File: src/rtl/wide_mag_comp_seq.sv
// Sequenced W-bit unsigned magnitude comparator: one C-bit compare per cycle, MSB chunk first.
// Optional build macro WIDE_CMP_EARLY_EXIT_EN stops at the first unequal chunk.
module wide_mag_comp_seq #(
   parameter int W = 32,
   parameter int C = 8
) (
   input  logic         clk,
   input  logic         rst,
   input  logic         start,
   input  logic [W-1:0] a,
   input  logic [W-1:0] b,
   output logic         busy,
   output logic         done,
   output logic         e,
   output logic         g,
   output logic         l
);
   localparam int NCHUNK = W / C;
   localparam int IW = (NCHUNK > 1) ? $clog2(NCHUNK) : 1;
   localparam int BW = (W > 1) ? $clog2(W) : 1;
   localparam logic [IW-1:0] IDX_TOP = IW'(NCHUNK - 1);

   typedef enum logic [1:0] {IDLE, CMP, DONE} state_t;

   state_t        state, state_nx;
   logic [W-1:0]  a_r, b_r;
   logic [IW-1:0] idx;
   logic [BW-1:0] base;
   logic [C-1:0]  chunk_a, chunk_b;
   logic          chunk_gt, chunk_lt, last, finish, load;
`ifndef WIDE_CMP_EARLY_EXIT_EN
   logic          hit_r, gt_r;
`endif

   assign base     = BW'(idx * C);
   assign chunk_a  = a_r[base +: C];
   assign chunk_b  = b_r[base +: C];
   assign chunk_gt = (chunk_a > chunk_b);
   assign chunk_lt = (chunk_a < chunk_b);
   assign last     = (idx == '0);
`ifdef WIDE_CMP_EARLY_EXIT_EN
   assign finish   = last | chunk_gt | chunk_lt;
`else
   assign finish   = last;
`endif

   always_ff @(posedge clk) begin
      if (rst) state <= IDLE;
      else     state <= state_nx;
   end

   always_comb begin
      state_nx = state;
      busy     = 1'b0;
      done     = 1'b0;
      load     = 1'b0;
      case (state)
         IDLE: begin
            if (start) begin
               load     = 1'b1;
               state_nx = CMP;
            end
         end
         CMP: begin
            busy = 1'b1;
            if (finish) state_nx = DONE;
         end
         DONE: begin
            done = 1'b1;
            // back-to-back request is taken straight from the done cycle
            if (start) begin
               load     = 1'b1;
               state_nx = CMP;
            end else begin
               state_nx = IDLE;
            end
         end
         default: state_nx = IDLE;
      endcase
   end

   always_ff @(posedge clk) begin
      if (rst) begin
         a_r   <= '0;
         b_r   <= '0;
         idx   <= '0;
         e     <= 1'b0;
         g     <= 1'b0;
         l     <= 1'b0;
`ifndef WIDE_CMP_EARLY_EXIT_EN
         hit_r <= 1'b0;
         gt_r  <= 1'b0;
`endif
      end else if (load) begin
         a_r   <= a;
         b_r   <= b;
         idx   <= IDX_TOP;
         e     <= 1'b0;
         g     <= 1'b0;
         l     <= 1'b0;
`ifndef WIDE_CMP_EARLY_EXIT_EN
         hit_r <= 1'b0;
         gt_r  <= 1'b0;
`endif
      end else if (state == CMP) begin
`ifdef WIDE_CMP_EARLY_EXIT_EN
         if (chunk_gt || chunk_lt) begin
            g <= chunk_gt;
            l <= chunk_lt;
         end else if (last) begin
            e <= 1'b1;
         end else begin
            idx <= idx - 1'b1;
         end
`else
         // first unequal chunk wins; lower chunks only matter if all above were equal
         if (!hit_r && (chunk_gt || chunk_lt)) begin
            hit_r <= 1'b1;
            gt_r  <= chunk_gt;
         end
         if (last) begin
            if (hit_r) begin
               g <= gt_r;
               l <= ~gt_r;
            end else begin
               g <= chunk_gt;
               l <= chunk_lt;
               e <= ~(chunk_gt | chunk_lt);
            end
         end else begin
            idx <= idx - 1'b1;
         end
`endif
      end
   end

endmodule

File: config.mk
export PLATFORM = sky130hd
export DESIGN_NAME = wide_mag_comp_seq
export DESIGN_NICKNAME = d
export VERILOG_FILES = /design/src/rtl/wide_mag_comp_seq.sv
export SDC_FILE = /design/constraint.sdc
export NUM_CORES = 1
export LEC_CHECK = 0
export CAP_MARGIN = 10
export CORE_MARGIN = 3
export CORE_UTILIZATION = 40
export DETAILED_ROUTE_END_ITERATION = 6
export HOLD_SLACK_MARGIN = 0.03
export PLACE_DENSITY = 0.77
export REMOVE_ABC_BUFFERS = 1
export SYNTH_ARGS = -nofsm -noshare
export SYNTH_HDL_FRONTEND = slang
export SYNTH_SLANG_ARGS = --single-unit
File: constraint.sdc
create_clock -name clk -period 3.3 [get_ports clk]
set_input_delay 0.66 -clock clk [delete_from_list [all_inputs] [get_ports clk]]
set_output_delay 0.66 -clock clk [all_outputs]
set_load 0.005 [all_outputs]
# Word level (Yosys, flattened, before mapping)
# Index checks and enable logic that the tools add are counted.
[totals] register_bits=73 input_bits=67
[op_classes] n_lt_le_gt_ge=2 muxes=13 shifts=2 add_sub_neg=1 reduce_logical=13 n_eq_ne=5 bitwise=4
[ops] operator="32-bit by 6-bit variable part select with 8-bit output" count=2
[ops] operator="2-bit 2-to-1 mux" count=5
[ops] operator="8-bit greater-than comparator" count=1
[ops] operator="8-bit < comparator" count=1
[ops] operator="2-bit AND reduction" count=4
[ops] operator="1-bit 2-to-1 mux" count=7
[ops] operator="2-bit one-hot mux with 3 select lines" count=1
[ops] operator="2-bit zero test" count=2
[ops] operator="2-bit inequality test (second input constant)" count=2
[ops] operator="2-bit OR reduction" count=2
[ops] operator="1-bit inverter" count=3
[ops] operator="3-bit AND reduction" count=1
[ops] operator="2-bit by 1-bit equality test with 1-bit output (second input constant)" count=1
[ops] operator="2-bit equality test (second input constant)" count=1
[ops] operator="2-bit by 1-bit inequality test with 1-bit output (second input constant)" count=1
[ops] operator="2-bit nonzero test" count=1
[ops] operator="2-bit by 1-bit subtractor with 2-bit output (second input constant)" count=1
[ops] operator="1-bit logical AND" count=1
[ops] operator="1-bit zero test" count=1
[ops] operator="1-bit logical OR" count=1
[ops] operator="1-bit bitwise OR" count=1

# Longest topological paths before layout
# Gate-level depths: netlist of run 1.
[logic_depth] word_depth=5 depth_mapped=10

# Worst setup path before layout of run 1
# Ideal clock, no wire load.
[synth_path] path_type="reg2reg" startpoint="register idx[0]" endpoint="register l" path_stages_with_launch=9 t_arrival_ps=2177 path_slack_ps=1049 n_path_buf=2 setup_ps=74 t_required_ps=3226 path_cell_list="dfxtp_1 buf_6 clkbuf_8 mux4_2 ha_1 a21oi_1 o21ai_0 or3_1 a31oi_1"
[synth_via] elab_chain_len=3 elab_cells_between_ends=6 classes_between="order compare (1); shift (2); mux (1); reduce/logical (2)"
[synth_rtl] element="start: declaration" line_no="27" text="logic [IW-1:0] idx;"
[synth_rtl] element="start signal: assignment" line_no="131" text="idx <= idx - 1'b1;"
[synth_rtl] element="32-bit by 6-bit variable part select with 8-bit output, on equally long branches" line_no="36, 37"
[synth_rtl] element="8-bit < comparator" line_no="39" text="assign chunk_lt = (chunk_a < chunk_b);"
[synth_rtl] element="1-bit 2-to-1 mux" line_no="122" text="if (hit_r) begin"
[synth_rtl] element="end signal: assignment" line_no="124" text="l <= ~gt_r;"
[synth_rtl] element="end signal: assignment" line_no="127" text="l <= chunk_lt;"
[synth_rtl] element="end: declaration" line_no="16" text="output logic l"
# Parallel ways exist; a longest one is shown, timed or not.
# A chain may end at the register's enable or synchronous reset.

# Worst setup path after layout of run 1
# Same ends and word-level chain as after synthesis.

==> results of run 1 <==
[power groups by stage]
stage / Clock (mW) / Combinational, mW / Sequential (mW)
2_1_floorplan: 0 / 0.224 / 0.991
3_3_place_gp: 0 / 0.375 / 0.994
3_5_place_dp: 0 / 0.386 / 0.996
4_1_cts: 0.891 / 0.388 / 0.976
5_1_grt: 0.928 / 0.434 / 0.983
6_report: 0.883 / 0.384 / 0.976
[cell type report]
class | count | area (µm²)
clock buffer | 12 | 165
multi-input combinational | 264 | 1570
tap | 99 | 124
inverter | 11 | 41.3
timing repair buffer | 76 | 756
fill | 669 | 3270
clock inverter | 4 | 97.6
sequential | 73 | 1460
[through the flow]
stage	util, %	setup slack (ns)	power (mW)	hold slack [ns]
floorplan	-	-0.0626	1.22	0.425
global route	56.3	0.329	2.35	0.472
detailed placement	52.8	0.529	1.38	0.444
CTS	56.3	0.511	2.26	0.454
finish	56.3	0.519	2.24	0.452
global placement	52.8	0.623	1.37	0.440
[final timing paths]
kind	from	end
worst max-delay path	idx[0]	l
worst min-delay path	a_r[18]	a_r[18]
worst max register to register	idx[0]	l
worst min register to register	a_r[18]	a_r[18]
[state kept, by name (all words and copies together), names as in the netlist]
name and count:
l 1, gt_r 1, state 2, g 1, a_r 32, e 1
hit_r 1, b_r 32, idx 2
[critical path, cell delays in order (launching register included)]
cell	delay [ns]
dfxtp_1	0.65
buf_4	0.30
mux4_2	0.52
ha_1	0.34
a21oi_1	0.15
o21ai_0	0.16
or3_1	0.38
a31oi_1	0.20
[per-layer routing]
metal  wire [µm]  track usage, %  vias to the layer above  part of all wire [%]
li1            -               -                     1382                     -
met1        3240            21.9                     1225                    46
met2        3280            25.6                       71                    47
met3         431            5.52                       12                   6.1
met4          99            5.45                        0                   1.4
met5           0               0                        -                     0
[cells in the final DEF (no fill, tap or decap), drive strengths merged, types with 2 or more instances in the layout]
master,synthesis,layout
a21oi,73,73
buf,15,6
bufinv,0,3
clkbuf,12,12
clkdlybuf4s50,0,70
dfxtp,73,73
ha,9,9
inv,11,11
mux4,16,16
nand2,131,131
nand2b,3,3
nand4,2,2
nor2,9,9
nor2b,3,3
o21ai,7,7
[cells by family (layout without fill, tap and decap cells)]
logic type | after synthesis | after routing | synth area share [%]
adders and majority gates | 9 | 9 | 3.52
DFF | 73 | 73 | 45.7
xor gates and xnor gates | 1 | 1 | 0.274
AOI/OAI and AO/OA | 84 | 84 | 13.7
and+or+nand+nor | 154 | 154 | 19.4
muxes | 16 | 16 | 12.0
buffers and inverters | 38 | 103 | 5.51
==> reports/qor.yml, run 1 <==
synth_edf_count: 0
netlist_area_um2: 3200
leakage_nw: 1.62
post_dp_cell_area_um2: 3950
rows: 31
hp-class: "reg -> reg"
post-cts-setup-buffers: 0
clockBufferDepth: 2
synth_most_common_cell: "nand2_1"
ys_seq_area_share_pct: 45.7
cts_tree: "yes"
vias_per_cell: 4.99
rsz0062_at_grt: "false"
setup_viol: 0
area_growth_pct: 31.8
synth_top_area_share_pct: 45.7
dr_total_vias: 2690
htree_levels: 3
status: "finished clean"
clk_pin_slew_ns: 0.07
skew_ns: 0.00598
intPower_mw: 1.71
overflow: 0
yosysTopAreaCell: "dfxtp_1"
dp_hpwl_um: 5090
combPwrFrac_pct: 17.1
antenna_found_initial: 0
start_util_pct: 42.7
die_h_um: 95.4
clkPwrFrac_pct: 39.4
cts_sinks: 73
end_kind: "flop"
p_seq_share_pct: 43.5
fin_crit_ns: 2.78
ys_types: 31
final_cell_area_um2: 4220
max_cap_viol_count: 0
synth_area_leaders: "dfxtp_1 46%, nand2_1 15%, a21oi_1 11%"
clock_latency_ns: 0.34
cts_buffers: 9
grt_pass1_vias: 2636
cp_max_fo: 10
p_per_area_nw_per_um2: 532
critPathLaunchType: "flop"
ctsHoldBuffers: 0
drtAntennaViolNets: 0
finalMaxSlewViolations: 0
max_freq_mhz: 360
fin_tns_setup_ns: 0
grt_first_pass_wirelength_um: 11800
dp_cells: 523
holdPathStages: 2
num_antenna_cells: 0
postSynthCellCount: 375
drt_iter0_drc: 133
drive_gt1_share_pct: 8.41
crit_type: "reg -> reg"
r2r_cells: 7
synth_flop_cell: "dfxtp_1"
yosys-top-cells-count: "131 x nand2_1, 73 x dfxtp_1, 72 x a21oi_1"
ys_warn_count: 0
numPortBuffers: 71
fin_cells: 539
drcViolationCount: 0
async_reset_ff_share_pct: 0
ys_seq_elements: 73
slew_headroom_pct: 51.5
reg2reg_slack_ns: 0.52
core_area_um2: 7490
die_x_um: 95.4
top_level_ports: 72
syn-mean-instance-area_um2: 8.53
timing_hold_violations_final: 0
wl_um: 7050
p_switching_uw: 537
layout.nets: 511
irDropWorstVdd_uv: 184
gp_congestion: 0.748
routedWlPerCell_um: 13.1
required_ns: 3.56
swShare_pct: 24.0
crit_arrival_ns: 3.04
fin_crit_sh_pct: 84.3
grt_start_max_net_pins: 40
firstDrtPassIters: 4
grtUsageTotal_pct: 16.5
die-area_um2: 9110
tightest_slew_ns: 0.728
cts_resized: 0
clock_tree.root_cell: "clkbuf_8"
Power figures use the tool's default switching activity.
==> run 2, diff against run 1 <==
==> constraint.sdc (replaced) <==
create_clock -name clk -period 2.8 [get_ports clk]
set_input_delay 0.56 -clock clk [delete_from_list [all_inputs] [get_ports clk]]
set_output_delay 0.56 -clock clk [all_outputs]
set_load 0.005 [all_outputs]
==> run 2 against run 1 <==
Power rose by 13%. Clock skew rose by 0.0037 ns. Global-route usage rose by 0.28 points. Highest routed layer unchanged. Sequential cell count did not move. Clock-buffer cell count fell by 1. Critical path type unchanged. Register-to-register slack got worse by 0.29 ns.
==> reports/qor.yml, run 2 (synthesis results as in run 1) <==
clockBufferDepth: 2  # unchanged
final_cell_area_um2: 4210  # -0.21%
max_cap_viol_count: 0  # unchanged
top_level_ports: 72  # unchanged
drcViolationCount: 0  # unchanged
dp_hpwl_um: 5290  # +3.9%
ctsHoldBuffers: 0  # unchanged
grt_first_pass_wirelength_um: 11900  # +0.76%
clock_latency_ns: 0.35  # about the same
cts_buffers: 9  # unchanged
dp_cells: 528  # +0.96%
setup_viol: 0  # unchanged
htree_levels: 3  # unchanged
skew_ns: 0.00968  # +0.00370 ns
area_growth_pct: 31.5
numPortBuffers: 71  # unchanged
post_dp_cell_area_um2: 3980  # +0.63%
wl_um: 7230  # +2.6%
power.total_mw: 2.54  # +13%
fin_crit_sh_pct: 91.9  # +7.6 points
final_common_cell: "nand2_1"
drtAntennaViolNets: 0  # unchanged
rsz0062_at_grt: "false"
gp_congestion: 0.836  # +12%
num_antenna_cells: 0  # unchanged
layout.nets: 516  # +0.98%
fin_cells: 544  # +0.93%
critPathLaunchType: "flop"
die_x_um: 95.4  # unchanged
leakage_nw: 1.63  # +0.45%
overflow: 0  # unchanged
dr_total_vias: 2723  # +1.2%
cpPeakStageDelay_ns: 0.56  # -0.09 ns
grt_start_max_net_pins: 67  # +68%
max_freq_mhz: 389  # +8.1%
drive_gt1_share_pct: 9.44  # +1.0 points
final_cell_mix: "131 x nand2_1, 73 x dfxtp_1, 72 x a21oi_1"
drt_iter0_drc: 163  # +23%
routedWlPerCell_um: 13.3  # +1.6%
required_ns: 3.04  # -0.52 ns
grt_pass1_vias: 2644  # +0.30%
final_util_pct: 56.2  # -0.12 points
end_kind: "flop"
tightest_slew_ns: 0.703  # -0.0243 ns
timing_hold_violations_final: 0  # unchanged
cts_sinks: 73  # unchanged
vias_per_cell: 5.01  # +0.30%
core_area_um2: 7490  # unchanged
p_per_area_nw_per_um2: 605  # +14%
firstDrtPassIters: 4  # unchanged
fin_crit_ns: 2.57  # -0.209 ns
start_util_pct: 42.7  # unchanged
rows: 31  # unchanged
fin_tns_setup_ns: 0  # unchanged
finalMaxSlewViolations: 0  # unchanged
cp_max_fo: 6  # -4
cts_resized: 0  # unchanged
largest_registers: "a_r (32), b_r (32)"
post-cts-setup-buffers: 0  # unchanged
irDropWorstVdd_uv: 247  # +34%
clk_pin_slew_ns: 0.07  # about the same
crit_path_top_delay_cell: "mux4_1"
status: "finished clean"
antenna_found_initial: 0  # unchanged
crit_arrival_ns: 2.81  # -0.23 ns
die_h_um: 95.4  # unchanged
cts_tree: "yes"
grtUsageTotal_pct: 16.8  # +0.28 points
clock_tree.root_cell: "clkbuf_8"
crit_type: "reg -> reg"
slew_headroom_pct: 53.1  # +1.6 points
hp-class: "reg -> reg"
die-area_um2: 9110  # unchanged
path_cells: "buf_4, mux4_1, ha_1, nand2_1, o21ai_0, nand3b_1, a21oi_1, o21a_1"
## run 2: worst paths after layout
check / cells past startpoint / slack [ns] / from / end
worst max-delay path: 8 / 0.23 / idx[0] / hit_r
worst min-delay path: 2 / 0.45 / a_r[9] / a_r[9]
worst max register to register: 8 / 0.23 / idx[0] / hit_r
worst min register to register: 2 / 0.45 / a_r[9] / a_r[9]
## run 2: metal layers
layer	vias up	wire (µm)	share of wire (%)	GRT usage, %
met2	71	3500	48	26.6
met5	-	0	0	0
met4	0	106	1.5	7.70
met3	7	430	5.9	4.03
li1	1386	-	-	-
met1	1259	3190	44	21.8
## run 2: area by class of cell
cell class,instances,area (µm²)
Sequential cell,73,1460
Fill cell,664,3280
Inverter,11,41.3
Clock inverter,5,77.6
Clock buffer,11,151
Timing Repair Buffer,81,781
Multi-Input combinational cell,264,1570
Tap cell,99,124
## run 2: through the flow
stage               setup WS, ns  hold slack [ns]
floorplan                 -0.463            0.425
global placement           0.355            0.442
detailed placement         0.262            0.444
CTS                        0.241            0.453
global route              0.0697            0.478
finish                     0.228            0.453
## run 2: power by group
part / switching, mW / total [mW] / leakage, nW / internal (mW)
clock network: 0.380 / 0.927 / 0.115 / 0.547
logic: 0.220 / 0.468 / 0.910 / 0.247
registers: 0.0440 / 1.15 / 0.600 / 1.10
## run 2: worst max-delay path, delay by kind of cell (launching register included)
kind,cells,cell delay (ns)
AOI/OAI and AO/OA,3,0.64
adders and majority gates,1,0.31
DFF,1,0.50
buffers and inverters,1,0.23
muxes,1,0.56
and+or+nand+nor,2,0.23
